`src/rtl/huc6280_bus_master.sv`:
```
// huc6280_bus_master: CPU-side initiator translating 16-bit logical requests through
// eight MPR bank registers onto the 21-bit physical bus with single-cycle strobes.
module huc6280_bus_master #(
    parameter bit          SLOW_IO   = 1'b1,
    parameter logic [20:0] SLOW_BASE = 21'h1FE000,
    parameter logic [20:0] SLOW_END  = 21'h1FE800,
    parameter logic [7:0]  MPR_RESET = 8'h00
) (
    input  logic        i_clk,
    input  logic        i_rst,
    input  logic        i_cpu_req,
    input  logic        i_cpu_we,
    input  logic [15:0] i_cpu_laddr,
    input  logic [7:0]  i_cpu_wdata,
    output logic        o_cpu_ready,
    output logic        o_cpu_done,
    output logic [7:0]  o_cpu_rdata,
    input  logic        i_tam_we,
    input  logic [7:0]  i_tam_mask,
    input  logic [7:0]  i_tam_data,
    output logic [7:0]  o_tma_data,
    output logic [20:0] o_addr,
    output logic [7:0]  o_din,
    output logic        o_re,
    output logic        o_we,
    input  logic [7:0]  i_dout
);
    localparam logic [2:0] IDLE = 3'd0, STROBE = 3'd1, DATA = 3'd2, STALL = 3'd3, DONE = 3'd4;
    logic [2:0]  r_state;
    logic [7:0]  r_mpr [8];
    logic        r_wr;
    logic [20:0] w_phys;
    logic        w_slow;
    assign w_phys      = {r_mpr[i_cpu_laddr[15:13]], i_cpu_laddr[12:0]};
    assign w_slow      = SLOW_IO && o_addr >= SLOW_BASE && o_addr < SLOW_END;
    assign o_cpu_ready = r_state == IDLE;
    assign o_cpu_done  = r_state == DONE;
    always_comb begin
        o_tma_data = 8'h00;
        for (int i = 0; i < 8; i++)
            o_tma_data = o_tma_data | (i_tam_mask[i] ? r_mpr[i] : 8'h00);
    end
    // MPR writes use nonblocking updates, so a request accepted on the same edge sees old banks
    always_ff @(posedge i_clk or posedge i_rst) begin
        if (i_rst) begin
            r_state     <= IDLE;
            r_wr        <= 1'b0;
            o_re        <= 1'b0;
            o_we        <= 1'b0;
            o_addr      <= '0;
            o_din       <= '0;
            o_cpu_rdata <= '0;
            for (int i = 0; i < 8; i++) r_mpr[i] <= MPR_RESET;
        end else begin
            if (i_tam_we)
                for (int i = 0; i < 8; i++) if (i_tam_mask[i]) r_mpr[i] <= i_tam_data;
            o_re <= 1'b0;
            o_we <= 1'b0;
            case (r_state)
                IDLE: if (i_cpu_req) begin
                    o_addr  <= w_phys;
                    r_wr    <= i_cpu_we;
                    o_re    <= !i_cpu_we;
                    o_we    <= i_cpu_we;
                    if (i_cpu_we) o_din <= i_cpu_wdata;
                    r_state <= STROBE;
                end
                STROBE: r_state <= DATA;
                DATA: begin
                    if (!r_wr) o_cpu_rdata <= i_dout;
                    r_state <= w_slow ? STALL : DONE;
                end
                STALL:   r_state <= DONE;
                default: r_state <= IDLE;
            endcase
        end
    end
endmodule

```
`config.mk`:
```
export PLATFORM = sky130hd
export DESIGN_NAME = huc6280_bus_master
export DESIGN_NICKNAME = d
export VERILOG_FILES = /design/src/rtl/huc6280_bus_master.sv
export SDC_FILE = /design/constraint.sdc
export NUM_CORES = 1
export LEC_CHECK = 0
export CAP_MARGIN = 20
export CORE_UTILIZATION = 50
export DETAILED_ROUTE_END_ITERATION = 7
export GPL_TIMING_DRIVEN = 0
export MAX_ROUTING_LAYER = met4
export PLACE_DENSITY = 0.74
export SETUP_SLACK_MARGIN = 0.02
export SLEW_MARGIN = 20
export SYNTH_ARGS = -nofsm -noshare
export SYNTH_HDL_FRONTEND = slang
export SYNTH_SLANG_ARGS = --single-unit
```
`constraint.sdc`:
```
create_clock -name i_clk -period 6.2 [get_ports i_clk]
set_input_delay 0.93 -clock i_clk [delete_from_list [all_inputs] [get_ports i_clk]]
set_output_delay 0.93 -clock i_clk [all_outputs]
set_load 0.05 [all_outputs]
```
==> impl_results.md <==
* Routed wl met3 at 1040 um
* Metal-1 WL at 5490 um
* YS warnings at 0
* Share of layout cells above drive strength 1 at 0.257
* R2r setup slk at roughly 4.4 ns
* DR vias/cell at roughly 5.8
* Seq/Total Area, Yosys at 0.549
* Fmax at 283 MHz
* Number of global-route vias before repair at ~3700
* Post-DP HPWL at 8770 um
* Final setup vio count at 0
* Reg-to-reg critical path startpoint: r_state[0]
* Capturing point of the worst reg2reg path: o_addr[2]
* Hold path start: o_addr[6]
* Postcts setup bufs at 0
* Crit path launch type: primary input
* Clock transition at path regs at approximately 0.090 ns
* Port bufs at 91
* Slew Limit Headroom at 0.494
* Critical path type: primary input to output pin
* Worst VDD drop at 0.227 mV
* Setup Skew at just under 0.008 ns
* Synth Register Bits at between 100 and 150
* Fin crit period at 3.53 ns
* Final WS setup at between 2 and 3 ns
* First-pass GRT wire length at 19500 um
* Placed inst area at 5980 um2
* Post-route cell area at 6180 um2
* CTS Root Cell: clkbuf_8
* Lkg Pwr at 2.64 nW
* Clk sinks at 107
* Htree depth at 3
* Hold-fix buffers, CTS at 0
* Max-cap violations at 0
* P per Cell Area at 438 nW/um2
* CTS max path bufs at 2
* Worst setup path start: i_tam_mask[3]
* Die width at 101 um
* Final core occ at 0.662
* Fill count at 720
* Drt first pass iters at 5
* Worst path required time at 5.27 ns
* Die Area at 10200 um2
* Via count at 3593
* Initial antenna violation count at 0
* DR WL/cell at 20.4 um
* Measured slew at the worst slew-check pin at 0.756 ns
* Area of the multi-input gates at around 2100 um2
* DR top layer: met4
* Reg2reg path depth at 5
* Fin. Hold Viols at 0
* Clock share of power at 0.157
* DRT antenna net count at 0
* Gpl congestion at 0.814
* Total grt overflow at 0
* Ant diodes at 0
* Critical Path End Type: output pin
* Arrival time worst endpoint at 2.60 ns
* Die H at 101 um
* CTS tree: built
* DRT Wirelength at 12700 um
* Reg power frac at 0.381
* Post-CTS resize count at 0
* Final period utilization at 0.569
* Sequential Area at 2680 um2
* Synth cell types at 30
* Mapped cell area at 4880 um2
* Largest net degree at the start of global routing at 71
* Avg Inst Size Synth at 12.7 um2
* Synth-to-Final Area Change at 26.7%
* DR iter-0 viols at 205
* Nets at 539
* Rows at 35
* Initial Util at 0.523
* RSZ-0062 raised after global routing: false
* I/O pin cnt at slightly above 100
* Net Sw Frac at 0.422
* Psw at 0.00114 W
* Post-Syn Instances at 383
* Num CTS Buffers at 9
* Hold_ws at 0.483 ns
* CP Max Fanout at 9
* Status: finished, final reports clean
* P_int at around 0.0016 W
* Core outline area at 9330 um2
* Worst skew pair latency at between 0.3 and 0.4 ns
* Mapped Nets at 436
* Dpl ws at about 2.7 ns
* Hold crit path type: register to register
* Total negative slack at 0 ns
* Metal2 WL at 5800 um
* Comb pwr share at 0.461
* Final Max Tran Viols at 0
* # DRC at 0
* Gr usage total at 0.271
* Crit path to: o_tma_data[0]
-- routing by layer --
| metal | global-route usage | vias up |
|---|---|---|
| li1 | - | 1628 |
| met1 | 0.337 | 1769 |
| met2 | 0.429 | 167 |
| met3 | 0.0562 | 29 |
| met4 | 0.119 | 0 |
| met5 | - | - |
-- through the flow --
stage | total power (W) | cells
final | 0.00271 | 620
after CTS | 0.00273 | 620
after detailed placement | 0.00230 | 604
after floorplan | 0.00187 | 383
after global routing | 0.00284 | 620
after global placement | 0.00227 | 603
-- worst min-delay path by stage --
stage	to	slack (ns)	depth (start not counted)
after global routing	o_addr[6]	0.50	2
after global placement	o_addr[4]	0.46	2
final	o_addr[6]	0.48	2
after floorplan	r_wr	0.47	2
after detailed placement	o_addr[6]	0.46	2
after CTS	o_addr[6]	0.49	2
-- synth_stat cells, drive strengths merged --
cell / instances / area share
clkbuf: 12 / 0.0092
nand3: 1 / 0.0010
o22ai: 8 / 0.010
nor4b: 2 / 0.0067
dfrtp: 107 / 0.55
o31ai: 8 / 0.018
or4b: 1 / 0.0021
a21oi: 1 / 0.0010
inv: 2 / 0.0015
nand2: 59 / 0.045
and4: 1 / 0.0018
nor2b: 1 / 0.0013
a22o: 8 / 0.014
buf: 8 / 0.0090
nand2b: 3 / 0.0038
a31oi: 1 / 0.0013
nor3: 2 / 0.0031
and3: 1 / 0.0013
nand4: 9 / 0.012
nor2: 2 / 0.0015
nor3b: 1 / 0.0015
mux2i: 16 / 0.033
a22oi: 32 / 0.049
o21ai: 1 / 0.0010
mux2: 96 / 0.22
-- area by class of cell --
type,instances,share of cell area
buffer,20,0.0144
tap,129,0.0261
clock buffer,12,0.0235
multi-input combinational,254,0.340
clock inverter,4,0.00810
sequential,107,0.433
inverter,2,0.00203
timing repair buffer,92,0.152
-- power groups by stage --
stage / combinational, W / clock (W) / sequential (W)
2_1_floorplan: 0.000418 / 0 / 0.00145
3_3_place_gp: 0.00124 / 0 / 0.00104
3_5_place_dp: 0.00125 / 0 / 0.00105
4_1_cts: 0.00126 / 0.000438 / 0.00103
5_1_grt: 0.00132 / 0.000466 / 0.00106
6_report: 0.00125 / 0.000426 / 0.00103
-- layout by cell type, fill, tap and decap left out, types with 6 or more instances in the layout --
cell             netlist  final
nand4_1                9      9
o31ai_2                6      6
a22oi_1               32     32
mux2i_1               16     16
clkbuf_8               0     10
a22o_1                 8      8
o22ai_1                8      8
clkbuf_1              12     14
clkdlybuf4s50_1        0     91
nand2_1               59     59
mux2_2                96     96
dfrtp_1              107    107
-- sequential cells by signal, summed over array words and instances, names as in the netlist --
name / flops
o_addr: 21
o_cpu_rdata: 8
o_din: 8
o_re: 1
o_we: 1
r_mpr: 64
r_state: 3
r_wr: 1
-- cell families after synthesis --
| logic type | share of synthesized area |
|---|---|
| muxes | 0.254 |
| AOI/OAI and AO/OA | 0.0957 |
| and+or+nand+nor | 0.0811 |
| DFF | 0.549 |
| buffers and inverters | 0.0198 |
-- critical path, stage by stage --
cell	delay (ns)
clkbuf_1	0.51
a22oi_1	0.20
nand4_1	0.14
clkdlybuf4s50_1	0.81
Note: power is estimated with default switching activity, not from simulation.
